**src/rtl/vga_fb_arbiter_if.sv**
```systemverilog
// Writer handshake and frame-buffer SRAM bus shared by the arbiter and its environment.
// slave = arbiter side, master = writer/SRAM side.
interface vga_fb_arbiter_if #(
  parameter int ADDR_W = 19
);
  logic              wr_valid;
  logic [ADDR_W-1:0] wr_addr;
  logic [7:0]        wr_data;
  logic              wr_ready;
  logic              mem_en;
  logic              mem_we;
  logic [ADDR_W-1:0] mem_addr;
  logic [7:0]        mem_wdata;
  logic [7:0]        mem_rdata;

  modport master (
    output wr_valid, wr_addr, wr_data, mem_rdata,
    input  wr_ready, mem_en, mem_we, mem_addr, mem_wdata
  );

  modport slave (
    input  wr_valid, wr_addr, wr_data, mem_rdata,
    output wr_ready, mem_en, mem_we, mem_addr, mem_wdata
  );
endinterface

```
**src/rtl/vga_fb_arbiter.sv**
```systemverilog
// Frame-buffer SRAM arbiter: linear scan-out prefetch into a pixel FIFO (high priority)
// with every spare memory cycle handed to a valid/ready image-processing writer.
module vga_fb_arbiter #(
  parameter int ADDR_W     = 19,
  parameter int H_ACTIVE   = 640,
  parameter int V_ACTIVE   = 480,
  parameter int FIFO_DEPTH = 16,
  parameter int LOW_WATER  = 8
) (
  input  logic       clk,
  input  logic       reset,
  input  logic       i_frame_start,
  input  logic       i_pix_pop,
  output logic       o_pix_valid,
  output logic [7:0] o_pix_data,
  output logic       o_underflow,
  vga_fb_arbiter_if.slave bus
);

  localparam int DATA_W    = 8;
  localparam int IDX_W     = $clog2(FIFO_DEPTH);
  localparam int PTR_W     = IDX_W + 1;
  localparam int FRAME_PIX = H_ACTIVE * V_ACTIVE;
  localparam logic [ADDR_W-1:0] LAST_ADDR = ADDR_W'(FRAME_PIX - 1);
  localparam logic [PTR_W-1:0]  DEPTH_L   = PTR_W'(FIFO_DEPTH);
  localparam logic [PTR_W-1:0]  LOW_L     = PTR_W'(LOW_WATER);

  typedef enum logic [1:0] {IDLE, FETCH, DONE} state_t;

  state_t            r_state;
  logic [ADDR_W-1:0] r_rd_addr;
  logic              r_rd_vld_p1;
  logic [PTR_W-1:0]  r_wptr;
  logic [PTR_W-1:0]  r_rptr;
  logic              r_underflow;
  logic [DATA_W-1:0] r_fifo [FIFO_DEPTH];

  logic [PTR_W-1:0]  w_level;
  logic              w_empty;
  logic [PTR_W-1:0]  w_occ;
  logic [PTR_W-1:0]  w_occ_eff;
  logic [ADDR_W-1:0] w_addr_eff;
  logic              w_fetch;
  logic              w_rd_sel;
  logic              w_wr_ready;
  logic              w_wr_fire;
  logic              w_pop;

  assign w_level = r_wptr - r_rptr;
  assign w_empty = (w_level == '0);
  assign w_occ   = w_level + {{(PTR_W-1){1'b0}}, r_rd_vld_p1};

  // A frame_start cycle already behaves as FETCH on a flushed FIFO, so address 0
  // is issued in the pulse cycle itself and the first pixel is ready two cycles later.
  assign w_fetch    = !reset && (i_frame_start || (r_state == FETCH));
  assign w_occ_eff  = i_frame_start ? '0 : w_occ;
  assign w_addr_eff = i_frame_start ? '0 : r_rd_addr;

  assign w_rd_sel   = w_fetch && ((w_occ_eff < LOW_L) ||
                                  ((w_occ_eff < DEPTH_L) && !bus.wr_valid));
  assign w_wr_ready = !reset && !w_rd_sel;
  assign w_wr_fire  = bus.wr_valid && w_wr_ready;
  assign w_pop      = i_pix_pop && !w_empty && !i_frame_start;

  assign bus.wr_ready = w_wr_ready;
  assign o_pix_valid  = !w_empty;
  assign o_pix_data   = w_empty ? '0 : r_fifo[r_rptr[IDX_W-1:0]];
  assign o_underflow  = r_underflow;

  always_comb begin
    bus.mem_en    = 1'b0;
    bus.mem_we    = 1'b0;
    bus.mem_addr  = '0;
    bus.mem_wdata = '0;
    if (w_rd_sel) begin
      bus.mem_en   = 1'b1;
      bus.mem_addr = w_addr_eff;
    end else if (w_wr_fire) begin
      bus.mem_en    = 1'b1;
      bus.mem_we    = 1'b1;
      bus.mem_addr  = bus.wr_addr;
      bus.mem_wdata = bus.wr_data;
    end
  end

  // Stage p0 -> p1: read issued, return expected next cycle
  always_ff @(posedge clk or posedge reset) begin
    if (reset) begin
      r_state     <= IDLE;
      r_rd_addr   <= '0;
      r_rd_vld_p1 <= 1'b0;
      r_wptr      <= '0;
      r_rptr      <= '0;
      r_underflow <= 1'b0;
    end else begin
      if (i_pix_pop && w_empty)
        r_underflow <= 1'b1;

      r_rd_vld_p1 <= w_rd_sel;
      if (w_rd_sel)
        r_rd_addr <= w_addr_eff + ADDR_W'(1);
      else if (i_frame_start)
        r_rd_addr <= '0;

      if (i_frame_start) begin
        r_wptr <= '0;
        r_rptr <= '0;
      end else begin
        if (r_rd_vld_p1)
          r_wptr <= r_wptr + PTR_W'(1);
        if (w_pop)
          r_rptr <= r_rptr + PTR_W'(1);
      end

      case (r_state)
        IDLE:    if (i_frame_start) r_state <= FETCH;
        FETCH:   if (!i_frame_start && w_rd_sel && (r_rd_addr == LAST_ADDR))
                   r_state <= DONE;
        DONE:    if (i_frame_start) r_state <= FETCH;
        default: r_state <= IDLE;
      endcase
    end
  end

  // Stage p1 -> FIFO: a return whose read predates a flush is dropped
  always_ff @(posedge clk) begin
    if (r_rd_vld_p1 && !i_frame_start)
      r_fifo[r_wptr[IDX_W-1:0]] <= bus.mem_rdata;
  end

endmodule

```
**src/flat_wrapper.sv**
```systemverilog
// flat-port wrapper written by rule: the top's interface ports become plain ports
module vga_fb_arbiter_flat 
#(
  parameter int ADDR_W     = 19,
  parameter int H_ACTIVE   = 640,
  parameter int V_ACTIVE   = 480,
  parameter int FIFO_DEPTH = 16,
  parameter int LOW_WATER  = 8
)
  (clk, reset, i_frame_start, i_pix_pop, o_pix_valid, o_pix_data, o_underflow, bus_wr_valid, bus_wr_addr, bus_wr_data, bus_mem_rdata, bus_wr_ready, bus_mem_en, bus_mem_we, bus_mem_addr, bus_mem_wdata);
  vga_fb_arbiter_if #(.ADDR_W(ADDR_W)) bus_i ();
  input  logic clk;
  input  logic reset;
  input  logic i_frame_start;
  input  logic i_pix_pop;
  output logic o_pix_valid;
  output logic [7:0] o_pix_data;
  output logic o_underflow;
  input wire logic [$bits(bus_i.wr_valid)-1:0] bus_wr_valid;
  input wire logic [$bits(bus_i.wr_addr)-1:0] bus_wr_addr;
  input wire logic [$bits(bus_i.wr_data)-1:0] bus_wr_data;
  input wire logic [$bits(bus_i.mem_rdata)-1:0] bus_mem_rdata;
  output wire logic [$bits(bus_i.wr_ready)-1:0] bus_wr_ready;
  output wire logic [$bits(bus_i.mem_en)-1:0] bus_mem_en;
  output wire logic [$bits(bus_i.mem_we)-1:0] bus_mem_we;
  output wire logic [$bits(bus_i.mem_addr)-1:0] bus_mem_addr;
  output wire logic [$bits(bus_i.mem_wdata)-1:0] bus_mem_wdata;
  assign bus_i.wr_valid = bus_wr_valid;
  assign bus_i.wr_addr = bus_wr_addr;
  assign bus_i.wr_data = bus_wr_data;
  assign bus_i.mem_rdata = bus_mem_rdata;
  assign bus_wr_ready = bus_i.wr_ready;
  assign bus_mem_en = bus_i.mem_en;
  assign bus_mem_we = bus_i.mem_we;
  assign bus_mem_addr = bus_i.mem_addr;
  assign bus_mem_wdata = bus_i.mem_wdata;
  vga_fb_arbiter #(.ADDR_W(ADDR_W), .H_ACTIVE(H_ACTIVE), .V_ACTIVE(V_ACTIVE), .FIFO_DEPTH(FIFO_DEPTH), .LOW_WATER(LOW_WATER)) u_core (.clk(clk), .reset(reset), .i_frame_start(i_frame_start), .i_pix_pop(i_pix_pop), .o_pix_valid(o_pix_valid), .o_pix_data(o_pix_data), .o_underflow(o_underflow), .bus(bus_i));
endmodule
```
**config.mk**
```make
export PLATFORM = sky130hd
export DESIGN_NAME = vga_fb_arbiter_flat
export DESIGN_NICKNAME = d
export VERILOG_FILES = /design/src/rtl/vga_fb_arbiter_if.sv /design/src/rtl/vga_fb_arbiter.sv /design/src/flat_wrapper.sv
export SDC_FILE = /design/constraint.sdc
export NUM_CORES = 1
export LEC_CHECK = 0
export BUFFER_PORTS_ARGS = -buffer_cell sky130_fd_sc_hd__buf_2
export CORE_UTILIZATION = 55
export CTS_CLUSTER_SIZE = 40
export DETAILED_ROUTE_END_ITERATION = 7
export PLACE_DENSITY = 0.87
export SETUP_SLACK_MARGIN = 0.05
export SYNTH_ARGS = -nofsm -noshare
export SYNTH_HDL_FRONTEND = slang
export SYNTH_SLANG_ARGS = --single-unit
```
**constraint.sdc**
```tcl
create_clock -name clk -period 4 [get_ports clk]
set_input_delay 0.4 -clock clk [delete_from_list [all_inputs] [get_ports clk]]
set_output_delay 0.4 -clock clk [all_outputs]
set_load 0.03 [all_outputs]
```
==> run metrics <==
cells on worst reg2reg path 12; reg-to-reg startpoint u_core.r_wptr[0]; Chip Height between 100 and 150 um; Clock transition at path regs approximately 0.060 ns; Fill cells roughly 900; Synth Flop Type edfxtp_1; gr usage total 25.1%; Critical Path Max Stage Delay 0.46 ns; row count between 40 and 50; top layer in use met4; ratio of cells with drive above 1 in the final layout 33.8%; core area about 13000 um2; synthesis warning total 0; Syn Nets 560; routed vias a little under 5000; Die X around 120 um; R2R setup slack 0.88 ns; Req. time, crit path between 3 and 4 ns; Avg Inst Size Synth roughly 15 um2; setup violators final 0; Final Cycle Share just under 100%; R2R Path End u_core.r_rd_addr[1]; Clk Tree Root Cell clkbuf_16; largest net degree at the start of global routing 36; clock share of power roughly 30%; top post-synthesis cells by area edfxtp_1 (50%), mux4_2 (12%), dfrtp_1 (11%); number of routed nets with antenna violations 0; first-pass GRT wire length around 27000 um; mapped cell area about 7700 um2; FFs w/ async S/R, synth 20.5%; cell mode on critical path a21oi_4; EDFF count, synth 128; die area between 10000 and 15000 um2; metal3 WL between 1000 and 1500 um; # DRC 0; combinational power share about a third; IO Port Bufs slightly below 80; initial antenna violation count 1; Fmax approximately 260 MHz; post-layout util between 60% and 70%; vias in the first global route around 4800; TNS Setup 0 ns; crit path DAT approximately 3.4 ns; Static Leak 3.19 nW; slew margin rel. 23.1%; TritonCTS clock tree yes; grt ovf 0; most frequent cells in the layout edfxtp_1 (128), buf_2 (79), mux4_2 (40), nand2_1 (36), dfrtp_1 (30); clock buffer depth 2; Hold Path Class primary input to asynchronous set/reset pin; critical-path cell list inv_2 -> ha_1 -> inv_1 -> fa_1 -> a21o_1 -> a21oi_4 -> xnor2_2 -> a31oi_2 -> a21oi_4 -> buf_6 -> mux2_1 -> buf_2; top cell type by total area after synthesis edfxtp_1; clk sinks approximately 160; count of cell types in the netlist 59; PD cells 606 nW/um2; register area share after synthesis approximately 60%; Pre-Repair DR Iteration Count 5; final WL 17200 um; Final HPWL DP about 10000 um; H-tree depth 4; commonest non-fill, non-tap cell in the layout edfxtp_1; Max Cap Viol 0; routed wl met2 a little under 9000 um; CP max-delay cell dfrtp_2; RSZ-0062 raised after global routing no; Seq. cell area 4670 um2; Slew Viols, Final 0; Yosys reg bits approximately 160; Setup crit end kind output port; Worst-Skew Late Latency 0.43 ns; outcome completed; internal power approximately 3.5 mW; part of the power in registers a little over a third; critical path type flip-flop to output port; Final Hold Fails 0; Routed WL per cell about 22 um; initial core utilization 57.5%; met1 wire length approximately 6700 um; area share of the largest cell type after synthesis about half; Multi-input gate area around 2900 um2; CTS Hold Bufs 0; initial DRC count roughly 530; CP startpoint kind flip-flop; Crit Path Max Fanout 6; GPL Wtd Cong 0.859; Least-Margin Pin Slew about 1.2 ns; Avg Vias per Cell between 6 and 7; CTS buffer count 17; switching power around 1.9 mW; Tmin final approximately 3.8 ns; Area growth syn-to-layout 15.4%; io pins 80; final-stage net count 648; Sw Ratio between 30% and 40%; post-synthesis instance total about 510; Peak VDD IR about 0.00032 V; final clock skew between 0.006 and 0.007 ns
[metal layers]
layer | vias to the layer above | global-route usage, %
met4 | 0 | 11.1
li1 | 2138 | -
met3 | 31 | 6.04
met2 | 246 | 40.5
met1 | 2402 | 32.6
met5 | - | 0
[worst max path at each step]
| stage | start | endpoint | slack, ns | cells past startpoint |
|---|---|---|---|---|
| final | u_core.r_wptr[0] | bus_mem_addr[5] | 0.16 | 12 |
| after global routing | u_core.r_wptr[0] | bus_mem_wdata[7] | 0.04 | 13 |
| after CTS | u_core.r_wptr[0] | bus_mem_addr[6] | 0.06 | 12 |
| after detailed placement | u_core.r_wptr[0] | bus_mem_addr[6] | 0.36 | 12 |
| after global placement | u_core.r_wptr[0] | bus_mem_addr[12] | 0.58 | 12 |
| after floorplan | u_core.r_rptr[1] | bus_mem_addr[0] | 0.24 | 11 |
[synth_stat cells (4+ instances only)]
library cell / instances
a2111oi_4: 4
a21oi_1: 10
a21oi_2: 5
buf_2: 8
clkbuf_1: 11
dfrtp_1: 33
edfxtp_1: 128
ha_1: 10
inv_1: 12
mux2i_1: 23
mux4_2: 40
nand2_1: 36
nand2b_1: 20
nand3_1: 10
nand4_1: 9
nor2_1: 29
nor2b_1: 15
nor3_1: 9
nor3b_2: 8
o21ai_0: 8
o21ai_1: 5
or2_2: 4
or3_1: 5
xnor2_1: 10
xor2_1: 5
[per-stage QoR]
| step | hold slack, ns | power, mW | cells | worst slack, ns | cell area, um2 |
|---|---|---|---|---|---|
| 2_1_floorplan | 0.464 | 3.38 | 509 | 0.236 | 7730 |
| 3_3_place_gp | 0.445 | 3.70 | 751 | 0.580 | 8290 |
| 3_5_place_dp | 0.452 | 3.77 | 751 | 0.355 | 8290 |
| 4_1_cts | 0.160 | 5.39 | 786 | 0.0576 | 8900 |
| 5_1_grt | 0.205 | 5.60 | 786 | 0.0355 | 8920 |
| 6_report | 0.162 | 5.41 | 787 | 0.158 | 8920 |
[cell families (layout without fill, tap and decap cells)]
kind of cell	after synthesis	count (layout)	synth area share [%]
simple gates	160	160	11.6
buf+inv	41	142	2.88
mux	67	67	15.3
flops	161	161	60.4
fa+ha+maj	11	11	1.88
other cells	0	1	0
compound gates	53	53	6.10
xor+xnor	16	16	1.91
[timing repair]
| action | CTS | global route |
|---|---|---|
| endpoints found under the hold margin | 0 | 0 |
| setup endpoints to repair | 12 | 29 |
| buffers inserted | 3 | 0 |
| resized for setup | 0 | 7 |
| pin swaps | 1 | 1 |
| cloned | 0 | 0 |
[critical path, delay by kind of cell (launching register included)]
family	cells	cell delay [ns]
adder cells (fa/ha/maj)	2	0.60
flip-flops	1	0.46
buffers and inverters	4	0.54
multiplexers	1	0.36
AO/OA/AOI/OAI	4	0.86
XOR/XNOR	1	0.19
[power by group through the flow]
stage	combinational (mW)	sequential, mW	clock (mW)
after floorplan	1.44	1.94	0
after global placement	1.75	1.94	0
after detailed placement	1.82	1.95	0
after CTS	1.85	1.91	1.62
after global routing	1.99	1.92	1.69
final	1.87	1.92	1.62
[final cells by class]
class,count,area share (%)
antenna,1,0.0280
clock buffer,19,4.85
clock inverter,13,1.67
inverter,13,0.547
multi-input combinational,307,32.0
sequential,161,52.4
tap,176,2.47
timing repair buffer,97,6.03
[sequential cells by signal (all words and copies together), names as in the netlist]
register and flops:
u_core.r_fifo 128, u_core.r_rd_addr 19, u_core.r_rptr 5, u_core.r_wptr 5, u_core.r_state 2, u_core.o_underflow 1, u_core.r_rd_vld_p1 1
Power figures use the tool's default switching activity.
